File: config.mk
export PLATFORM = sky130hd
export DESIGN_NAME = register_file_mp
export DESIGN_NICKNAME = d
export VERILOG_FILES = /design/src/rtl/regfile_pkg.sv /design/src/rtl/regfile_clear_ctrl.sv /design/src/rtl/register_file_mp.sv
export SDC_FILE = /design/constraint.sdc
export NUM_CORES = 1
export LEC_CHECK = 0
export ABC_CLOCK_PERIOD_IN_PS = 2700
export CAP_MARGIN = 0
export CELL_PAD_IN_SITES_DETAIL_PLACEMENT = 0
export CELL_PAD_IN_SITES_GLOBAL_PLACEMENT = 2
export CORE_UTILIZATION = 45
export CTS_CLUSTER_SIZE = 40
export DETAILED_ROUTE_END_ITERATION = 10
export PLACE_DENSITY = 0.78
export SLEW_MARGIN = 5
export SYNTH_ARGS = -nofsm -noshare
export SYNTH_HDL_FRONTEND = slang
export SYNTH_SLANG_ARGS = --single-unit
File: constraint.sdc
create_clock -name clk -period 2.7 [get_ports clk]
set_input_delay 0.54 -clock clk [delete_from_list [all_inputs] [get_ports clk]]
set_output_delay 0.54 -clock clk [all_outputs]
set_load 0.01 [all_outputs]
File: src/rtl/regfile_pkg.sv
// Shared types and defaults for the parametrised multi-port register file.
package regfile_pkg;

  localparam int unsigned DefaultDataWidth = 16;
  localparam int unsigned DefaultAddrWidth = 4;

  // Sweep-clear controller states
  typedef enum logic [1:0] {
    RF_IDLE,
    RF_CLEAR,
    RF_DONE
  } rf_state_e;

endpackage

File: src/rtl/regfile_clear_ctrl.sv
// Sequential clear engine: walks every address once, writing zero, then pulses done.
// Holds write-ready low from the first sweep cycle through the done cycle.
module regfile_clear_ctrl
  import regfile_pkg::*;
#(
  parameter int unsigned ADDR_WIDTH = DefaultAddrWidth
) (
  input  logic                  i_clk,
  input  logic                  i_rst_n,
  input  logic                  i_clear_req,
  output logic                  o_clear_busy,
  output logic                  o_clear_done,
  output logic                  o_write_ready,
  output logic [ADDR_WIDTH-1:0] o_clear_addr,
  output logic                  o_clear_we
);

  localparam logic [ADDR_WIDTH-1:0] LastAddr = '1;

  rf_state_e             r_state;
  logic [ADDR_WIDTH-1:0] r_cnt;
  logic                  r_busy;
  logic                  r_done;
  logic                  r_ready;

  // FSM with registered busy/done/ready; requests outside IDLE are ignored
  always_ff @(posedge i_clk or negedge i_rst_n) begin
    if (!i_rst_n) begin
      r_state <= RF_IDLE;
      r_cnt   <= '0;
      r_busy  <= 1'b0;
      r_done  <= 1'b0;
      r_ready <= 1'b1;
    end else begin
      case (r_state)
        RF_IDLE: begin
          if (i_clear_req) begin
            r_state <= RF_CLEAR;
            r_cnt   <= '0;
            r_busy  <= 1'b1;
            r_ready <= 1'b0;
          end
        end
        RF_CLEAR: begin
          r_cnt <= r_cnt + 1'b1;
          if (r_cnt == LastAddr) begin
            r_state <= RF_DONE;
            r_cnt   <= '0;
            r_busy  <= 1'b0;
            r_done  <= 1'b1;
          end
        end
        RF_DONE: begin
          r_state <= RF_IDLE;
          r_done  <= 1'b0;
          r_ready <= 1'b1;
        end
        default: begin
          r_state <= RF_IDLE;
          r_cnt   <= '0;
          r_busy  <= 1'b0;
          r_done  <= 1'b0;
          r_ready <= 1'b1;
        end
      endcase
    end
  end

  assign o_clear_busy  = r_busy;
  assign o_clear_done  = r_done;
  assign o_write_ready = r_ready;
  assign o_clear_addr  = r_cnt;
  // Busy is high exactly in CLEAR, so it doubles as the array clear strobe
  assign o_clear_we    = r_busy;

endmodule

File: src/rtl/register_file_mp.sv
// Two-read/one-write register file with optional zero register, optional write-to-read
// bypass and a request/busy/done sweep clear that back-pressures writes.
module register_file_mp
  import regfile_pkg::*;
#(
  parameter int unsigned            DATA_WIDTH  = DefaultDataWidth,
  parameter int unsigned            ADDR_WIDTH  = DefaultAddrWidth,
  parameter int unsigned            ZERO_REG    = 0,
  parameter int unsigned            BYPASS      = 1,
  parameter logic [DATA_WIDTH-1:0]  RESET_VALUE = '0
) (
  input  logic                  clk,
  input  logic                  rst,
  input  logic                  reg_write_en,
  input  logic [ADDR_WIDTH-1:0] reg_write_dest,
  input  logic [DATA_WIDTH-1:0] reg_write_data,
  output logic                  reg_write_ready,
  input  logic [ADDR_WIDTH-1:0] reg_read_addr_1,
  output logic [DATA_WIDTH-1:0] reg_read_data_1,
  input  logic [ADDR_WIDTH-1:0] reg_read_addr_2,
  output logic [DATA_WIDTH-1:0] reg_read_data_2,
  input  logic                  clear_req,
  output logic                  clear_busy,
  output logic                  clear_done
);

  localparam int unsigned NUM_REGS = 2 ** ADDR_WIDTH;

  logic [DATA_WIDTH-1:0] r_mem [NUM_REGS];

  logic                  w_clear_we;
  logic [ADDR_WIDTH-1:0] w_clear_addr;
  logic                  w_wr_acc;
  logic                  w_wr_do;
  logic [DATA_WIDTH-1:0] w_rd1;
  logic [DATA_WIDTH-1:0] w_rd2;

  regfile_clear_ctrl #(
    .ADDR_WIDTH(ADDR_WIDTH)
  ) u_clear_ctrl (
    .i_clk        (clk),
    .i_rst_n      (rst),
    .i_clear_req  (clear_req),
    .o_clear_busy (clear_busy),
    .o_clear_done (clear_done),
    .o_write_ready(reg_write_ready),
    .o_clear_addr (w_clear_addr),
    .o_clear_we   (w_clear_we)
  );

  assign w_wr_acc = reg_write_en & reg_write_ready;
  // Writes to register 0 are discarded entirely when it is hardwired
  assign w_wr_do  = w_wr_acc & ~((ZERO_REG != 0) && (reg_write_dest == '0));

  // Array update: sweep clear and port writes never coincide since ready is low while clearing
  always_ff @(posedge clk or negedge rst) begin
    if (!rst) begin
      for (int unsigned i = 0; i < NUM_REGS; i++) begin
        r_mem[i] <= RESET_VALUE;
      end
    end else if (w_clear_we) begin
      r_mem[w_clear_addr] <= '0;
    end else if (w_wr_do) begin
      r_mem[reg_write_dest] <= reg_write_data;
    end
  end

  // Read port 1: array, then optional bypass, then zero-register override
  always_comb begin
    w_rd1 = r_mem[reg_read_addr_1];
    if ((BYPASS != 0) && w_wr_do && (reg_read_addr_1 == reg_write_dest)) begin
      w_rd1 = reg_write_data;
    end
    if ((ZERO_REG != 0) && (reg_read_addr_1 == '0)) begin
      w_rd1 = '0;
    end
  end

  // Read port 2: same structure as port 1, fully independent
  always_comb begin
    w_rd2 = r_mem[reg_read_addr_2];
    if ((BYPASS != 0) && w_wr_do && (reg_read_addr_2 == reg_write_dest)) begin
      w_rd2 = reg_write_data;
    end
    if ((ZERO_REG != 0) && (reg_read_addr_2 == '0)) begin
      w_rd2 = '0;
    end
  end

  assign reg_read_data_1 = w_rd1;
  assign reg_read_data_2 = w_rd2;

endmodule
### Word level (Yosys, flattened, before mapping)

Index checks and enable logic that the tools add are counted.

* word-level logic and storage cells: 84
* input bits: 32
* output and inout port bits: 35
* flip-flop bits (word level): 265

* reductions and logical operators: 11
* add/subtract/negate cells: 1
* mux-type cells: 28
* order comparisons: 6
* equality and inequality tests: 7
* bitwise logic cells: 10

Operators with widths (count)
* $mux 256: 2
* $and 256x256->256: 1
* $bwmux 256: 1
* $not 256->256: 1
* $bmux 16 s4: 2
* $demux 16 s4: 2
* $mux 16: 8
* $ge 5x5->1 const B: 4
* $not 4->5: 4
* $pmux 4 s3: 1
* $lt 5x1->1 const B: 2
* $eq 4x4->1: 2
* $mux 4: 2
* $reduce_and 2->1: 4
* $add 4x1->4 const B: 1
* $eq 4x4->1 const B: 1
* $logic_and 1x1->1: 4
* $mux 1: 4
* $mux 2: 2
* $pmux 1 s2: 2
* $pmux 2 s2: 1
* $not 1->1: 3
* $pmux 1 s3: 1
* $reduce_and 3->1: 1
* 7 further kinds: 7

### Logic depth before layout (Yosys ltp)

Gate-level depths: netlist of the first run.

* word-level depth: 8
* depth in mapped cells: 7
* gate-level depth less buffers: 5

### Cells and area by module

Synthesis of the first run repeated with hierarchy kept, for this count alone.

* cell total of the unflattened synthesis: 977
* area total of the unflattened synthesis: 14571.5 µm²

By module, submodules not included
* register_file_mp: cells each 940, area each 14164.8 µm², seq. area each 6406.1 µm², instances 1
* regfile_clear_ctrl: cells each 37, area each 406.6 µm², seq. area each 226.5 µm², instances 1

### Worst setup path after synthesis of the first run

Ideal clock, no wire load.

* kind: input port to output port
* from: input reg_read_addr_2[0]
* to: output reg_read_data_2[10]
* stages: 6
* arrival: 2.027 ns
* data required time: 2.160 ns
* buffers on the path: 2
* setup slack: 0.133 ns
* path through: buf_4 > buf_2 > mux4_2 > mux2i_1 > mux2i_1 > mux2_2

* longest elaborated chain between the ends: 5
* elaborated cells on any way between the ends: 7
* those cells by class: eq/ne: 1; mux: 4; bitwise: 1; reduce/logical: 1

Ends and longest elaborated chain
* start, declared: line register_file_mp.sv:20 `input logic [ADDR_WIDTH-1:0] reg_read_addr_2,`
* $not 4->5 (implied by the code): line register_file_mp.sv:81 `w_rd2 = r_mem[reg_read_addr_2];`
* $bmux 16 s4: line register_file_mp.sv:81
* $mux 16 (implied by the code) (2 in series): line register_file_mp.sv:81
* $mux 16 (*): line register_file_mp.sv:82 `if ((BYPASS != 0) && w_wr_do && (reg_read_addr_2 == reg_write_dest)) begin`
* end, declared: line register_file_mp.sv:21 `output logic [DATA_WIDTH-1:0] reg_read_data_2,`

Every way passes the cells marked *; elsewhere a longest branch is shown, timed or not. The select of a mux whose other input is x is not followed.

### Worst setup path in the final report of the first run

* from: register r_mem[108] in the netlist's numbering
* to: output reg_read_data_1[12]

* longest elaborated chain between the ends: 4

Ends and longest elaborated chain
* start, declared: line register_file_mp.sv:29 `logic [DATA_WIDTH-1:0] r_mem [NUM_REGS];`
* start signal, assigned by index: line register_file_mp.sv:64 `r_mem[reg_write_dest] <= reg_write_data;`
* $bmux 16 s4: line register_file_mp.sv:70 `w_rd1 = r_mem[reg_read_addr_1];`
* $mux 16 (implied by the code) (2 in series): line register_file_mp.sv:70
* $mux 16: line register_file_mp.sv:71 `if ((BYPASS != 0) && w_wr_do && (reg_read_addr_1 == reg_write_dest)) begin`
* end, declared: line register_file_mp.sv:19 `output logic [DATA_WIDTH-1:0] reg_read_data_1,`

Every way passes these cells. The select of a mux whose other input is x is not followed.

==> results.yml, run 1 <==
clocking:
  htree_num_levels: 1
  root_buffer: "clkbuf_16"
  clockBufferDepth: 3
  clkSinkCount: 265
  cts_tree: "done"
  cts_buffers: 30
  path_clk_slew_ps: 60
  clk_latency_ps: 560
floorplanning:
  io-pin-count: 67
  dieArea_um2: 32830
  start_util_pct: 45.79
  core_region_area_um2: 31560
  die_h_um: 181.2
  die_x_um: 181.2
  fp-row-count: 65
worst_setup_path:
  worst_ep_required_time_ps: 2160
  critPathCaptureType: "output pin"
  worst_setup_path_start_kind: "register"
  worst-setup-path-type: "register to output pin"
  path_max_fanout: 3
  arrival_ps: 2270
yosys:
  synth_area_per_cell_um2: 14.74
  synth_nets: 1016
  synthFlopType: "dfrtp_1"
  netlist_area_um2: 14450
  syn_inst: 980
  synth_area_leaders: "dfrtp_1 46%, mux4_2 20%, a22o_1 16%"
  synth.top_cell.area_share_pct: 45.72
  synth.top_cells.by_count: "264 x dfrtp_1, 258 x a22o_1, 128 x mux4_2"
  synth_top_area_cell: "dfrtp_1"
  synth.most_common_cell: "dfrtp_1"
  async_flop_share_pct: 100.0
  ys_seq_area_share_pct: 45.90
  netlist-cell-type-count: 35
  synth_warnings: 0
  synth_seq_cells: 265
  synth_enable_flop_cells: 0
power_and_ir_drop:
  powerDensity_nw_per_um2: 832.2
  leakage_nw: 8.641
  peakVddDrop_uv: 572.9
sta:
  skew_ps: 10.65
  worstMarginPinSlew_ps: 1413
  finalSetupViolations: 26
  rsz0062_at_grt: "true"
  setup_ws_ps: -106.5
  hold_slack_ps: 497.3
  period_minus_slack_ps: 2806
  min_period_over_period_pct: 103.9
  max_freq_mhz: 356.3
  maxSlewHeadroom_pct: 5.822
  slew_violations: 0
  hold_viol: 0
job:
  drv_cap: 0
global_route:
  grt_pass1_vias: 11310
  grt_pass1_wl_mm: 73.40
  grt_max_degree: 64
  grtUsageTotal_pct: 30.52
  globalRoute.totalOverflow: 0
  antenna_found_initial: 0
routing:
  post_drt_wl_per_cell_um: 30.99
  via_count: 10950
  drc: 0
  viasPerCell: 6.798
  antenna_left: 0
  firstDrtPassIters: 5
  drt_iter0_markers: 1117
  wl_mm: 49.89
place:
  dpl_worst_slack_ps: -641.0
  place_area_um2: 16530
  port_buffers: 66
  routabilityCongestion: 0.8486
  place_hpwl_mm: 30.40
cells_and_area:
  nNetsFinal: 1223
  antenna_cells: 0
  drive_gt1_share_pct: 44.21
  postLayoutCellArea_um2: 18630
  area_delta_synth_final_pct: 28.97
  n_fill_cell: 2484
worst_hold_path:
  hold_path.class: "register to register"
outcome:
  violations: "setup timing"
  outcome: "finished, violations left"
[placed cells by master (no fill, tap or decap), types with 5 or more instances in the layout]
cell / count
mux2i_4: 7
buf_8: 5
buf_4: 166
mux2i_1: 73
dfrtp_1: 264
xor2_1: 6
clkbuf_8: 8
clkbuf_1: 6
clkinv_2: 8
mux4_2: 128
nor3_4: 11
buf_6: 42
a21oi_2: 14
mux2_4: 30
buf_12: 39
mux2i_2: 16
clkbuf_16: 32
nand2_1: 8
a22o_1: 258
dlygate4sd2_1: 5
clkdlybuf4s50_1: 21
buf_2: 5
nor2_1: 5
[sequential cells by signal, summed over array words and instances (netlist names)]
signal,flops
u_clear_ctrl.o_clear_addr,4
u_clear_ctrl.r_state,2
u_clear_ctrl.o_clear_busy,1
u_clear_ctrl.o_clear_done,1
r_mem,256
u_clear_ctrl.o_write_ready,1
[routing by layer]
metal  GRT usage, %  vias to the layer above  wire [um]
li1               -                     4387          -
met1          41.91                     5810      20240
met2          47.68                      623      23300
met3          6.350                      125       4313
met4          12.03                        0       2037
met5              0                        -          0
[area by class of cell]
cell class	count	area [um^2]	area share [%]
Multi-Input combinational cell	596	7531	40.41
Sequential cell	265	6633	35.59
Clock buffer	45	908.4	4.875
Clock inverter	8	40.04	0.2149
Inverter	4	15.01	0.08057
Tap cell	402	503.0	2.699
Timing Repair Buffer	290	3004	16.12
[timing repair]
action                                  in CTS  in global routing
hold buffers                                 1                  0
gates resized for setup                    229                 43
endpoints found under the hold margin       51                  0
pin swaps                                    3                  4
cloned                                       2                  1
buffers inserted                            48                 27
endpoints found under the setup margin      32                 32
[stage by stage]
step / util (%) / TNS [ps] / power, mW / std cells
2_1_floorplan: - / 0 / 9.078 / 980
3_3_place_gp: 52.39 / -26160 / 10.83 / 1484
3_5_place_dp: 52.39 / -26810 / 10.92 / 1484
4_1_cts: 57.74 / -1412 / 15.24 / 1583
5_1_grt: 59.05 / -2724 / 16.16 / 1610
6_report: 59.05 / -1036 / 15.51 / 1610
[where the power goes]
part	internal [mW]	leakage (nW)	total (mW)	switching, mW
Sequential	5.19	3.61	6.25	1.06
Combinational	3.18	4.55	5.29	2.11
Clock	2.30	0.478	3.96	1.66
[worst paths after layout]
kind                                                  end                          from  slack, ps  cells past startpoint
min in group asynchronous                      r_mem[167]                           rst        510                      2
worst max register to register                 r_mem[167]  u_clear_ctrl.o_clear_addr[1]        440                      4
max in group asynchronous                       r_mem[66]                           rst       1400                      3
worst min-delay path            u_clear_ctrl.o_clear_busy       u_clear_ctrl.r_state[0]        500                      1
worst min register to register  u_clear_ctrl.o_clear_busy       u_clear_ctrl.r_state[0]        500                      1
worst max-delay path                  reg_read_data_1[12]                    r_mem[108]       -110                      6
[critical path, cell delays in order (launching register included)]
cell     delay, ps
dfrtp_1        400
mux4_2         520
mux2i_2        190
buf_4          150
mux2i_1         60
mux2_4         270
buf_6          120
[kinds of logic (layout without fill, tap and decap cells)]
family	Yosys count	count (layout)	synth area share [%]
AO/OA/AOI/OAI	280	280	16.91
flip-flops	265	265	45.90
multiplexers	256	256	29.10
buffers and inverters	119	347	3.975
AND/OR/NAND/NOR	46	46	3.161
XOR/XNOR	10	10	0.6062
adder cells (fa/ha/maj)	4	4	0.3464
Note: power is estimated with default switching activity, not from simulation.
==> run 2, diff against run 1 <==
--- a/config.mk
+++ b/config.mk
@@ -5,14 +5,14 @@
 export SDC_FILE = /design/constraint.sdc
 export NUM_CORES = 1
 export LEC_CHECK = 0
-export ABC_CLOCK_PERIOD_IN_PS = 2700
+export ABC_CLOCK_PERIOD_IN_PS = 2500
 export CAP_MARGIN = 0
 export CELL_PAD_IN_SITES_DETAIL_PLACEMENT = 0
 export CELL_PAD_IN_SITES_GLOBAL_PLACEMENT = 2
-export CORE_UTILIZATION = 45
+export CORE_UTILIZATION = 40
 export CTS_CLUSTER_SIZE = 40
 export DETAILED_ROUTE_END_ITERATION = 10
-export PLACE_DENSITY = 0.78
+export PLACE_DENSITY = 0.73
 export SLEW_MARGIN = 5
 export SYNTH_ARGS = -nofsm -noshare
 export SYNTH_HDL_FRONTEND = slang
==> constraint.sdc (replaced) <==
create_clock -name clk -period 2.5 [get_ports clk]
set_input_delay 0.5 -clock clk [delete_from_list [all_inputs] [get_ports clk]]
set_output_delay 0.5 -clock clk [all_outputs]
set_load 0.01 [all_outputs]
==> run 2 against run 1 <==
Effect of this change:
- the flow still finishes with violations (setup timing)
- clock power up 17%
- combinational power increased by 21%
- register-to-register slack got worse by 60 ps
- clock skew fell by 2.6 ps
- sequential power increased by 7.0%
- critical path type unchanged
- largest power group unchanged
==> results.yml, run 2 (synthesis gave the netlist of run 1 again) <==
clocking:
  htree_num_levels: 1
  path_clk_slew_ps: 60
  clockBufferDepth: 3
  clkSinkCount: 265
  root_buffer: "clkbuf_16"
  cts_buffers: 31
  cts_tree: "done"
  clk_latency_ps: 560
worst_setup_path:
  path_buf_inv: 2
  path_max_fanout: 3
  worst_ep_required_time_ps: 2000
  slowest_delay_ps: 490
  critical_path.startpoint: "r_mem[104]"
  critPathCaptureType: "output pin"
  critPathSlowestCell: "mux4_2"
  worst_setup_path_start_kind: "register"
  arrival_ps: 2260
  worst_path_dominant_cell_family: "multiplexers"
  cp_cell_sequence: "mux4_2, mux2i_2, buf_4, mux2i_1, mux2_4, buf_6"
  r2r-start: "u_clear_ctrl.o_clear_addr[1]"
  worst-setup-path-type: "register to output pin"
floorplanning:
  dieArea_um2: 36890
  die_h_um: 192.1
  start_util_pct: 40.62
  die_x_um: 192.1
  core_region_area_um2: 35570
  fp-row-count: 69
  io-pin-count: 67
sta:
  skew_ps: 8.040
  setup_tns_ps: -6366
  hold_slack_ps: 432.5
  slew_violations: 0
  min_period_over_period_pct: 110.6
  hold_viol: 0
  max_freq_mhz: 361.8
  period_minus_slack_ps: 2764
  maxSlewHeadroom_pct: 15.17
  setup_ws_ps: -264.1
  rsz0062_at_grt: "true"
  finalSetupViolations: 32
  worstMarginPinSlew_ps: 1272
power_and_ir_drop:
  leakage_nw: 8.959
  powerDensity_nw_per_um2: 920.9
  peakVddDrop_uv: 564.1
  power_mw: 17.70
cells_and_area:
  final_common_cell: "dfrtp_1"
  n_fill_cell: 3000
  stdcell_count: 1734
  mostFrequentLayoutCells: "264 x dfrtp_1, 258 x a22o_1, 241 x buf_4, 128 x mux4_2, 65 x mux2i_1"
  antenna_cells: 0
  area_delta_synth_final_pct: 33.04
  largest_register_ff_count: 256
  regMostFlops: "r_mem"
  nNetsFinal: 1289
  drive_gt1_share_pct: 47.21
worst_hold_path:
  hold_path.class: "primary input to asynchronous set/reset pin"
place:
  port_buffers: 66
  place_inst: 1629
  routabilityCongestion: 0.8668
  place_hpwl_mm: 33.22
routing:
  via_count: 11130
  firstDrtPassIters: 5
  drt_iter0_markers: 1039
  viasPerCell: 6.416
  drc: 0
  antenna_left: 0
  wl_mm: 51.12
  post_drt_wl_per_cell_um: 29.48
global_route:
  grt_pass1_wl_mm: 76.04
  grtUsageTotal_pct: 28.58
  grt_pass1_vias: 11500
  globalRoute.totalOverflow: 0
  grt_max_degree: 67
  antenna_found_initial: 0
job:
  drv_cap: 0
outcome:
  violations: "setup timing"
  outcome: "finished, violations left"
==> run 2: cell types whose count changed in the layout (fill, tap and decap cells not counted), moves of 4 or more <==
cell,delta
buf_4,+75
clkbuf_1,+4
mux2i_2,+5
mux2i_1,-8
clkinv_2,-8
==> run 2: stage by stage <==
stage / util (%) / instance area [um^2] / setup WS, ps
2_1_floorplan: - / 14450 / 12.52
3_3_place_gp: 48.73 / 17330 / -877.4
3_5_place_dp: 48.73 / 17330 / -858.4
4_1_cts: 53.52 / 19040 / -280.8
5_1_grt: 54.04 / 19220 / -321.7
6_report: 54.04 / 19220 / -264.1
==> run 2: area by class of cell <==
| class | count | area (um^2) | share of cell area, % |
|---|---|---|---|
| Clock buffer | 49 | 923.4 | 4.804 |
| Multi-Input combinational cell | 596 | 7587 | 39.47 |
| Inverter | 4 | 15.01 | 0.07811 |
| Sequential cell | 265 | 6633 | 34.50 |
| Tap cell | 461 | 576.8 | 3.001 |
| Clock inverter | 4 | 97.59 | 0.5077 |
| Timing Repair Buffer | 355 | 3390 | 17.63 |
==> run 2: where the power goes <==
part	internal [mW]	total, mW	switching, mW
sequential	5.61	6.69	1.08
combinational	3.95	6.40	2.45
clock	2.80	4.62	1.82
==> run 2: path summary, 6_finish.rpt <==
kind	to	slack, ps	cells past startpoint
setup / recovery	reg_read_data_1[8]	-260	6
hold / removal	r_mem[185]	430	2
setup reg to reg	r_mem[231]	380	4
hold reg to reg	u_clear_ctrl.o_clear_done	490	1
max in group asynchronous	r_mem[16]	1310	3
min in group clk	u_clear_ctrl.o_clear_done	490	1
==> run 2: routing by layer <==
layer	part of all wire, %	up-vias	global-route usage [%]
met5	0	-	0
met4	3.7	0	10.27
met3	8.2	109	5.134
met2	46	588	43.63
met1	42	5901	40.87
li1	-	4528	-
==> run 2: repair_timing <==
item                                    in CTS  in global routing
pin swaps                                    2                  0
cloned                                       1                  0
hold buffers                                 1                  0
buffers inserted                            43                 14
endpoints found under the setup margin      32                 32
endpoints found under the hold margin       40                  0
gates resized for setup                    251                 17
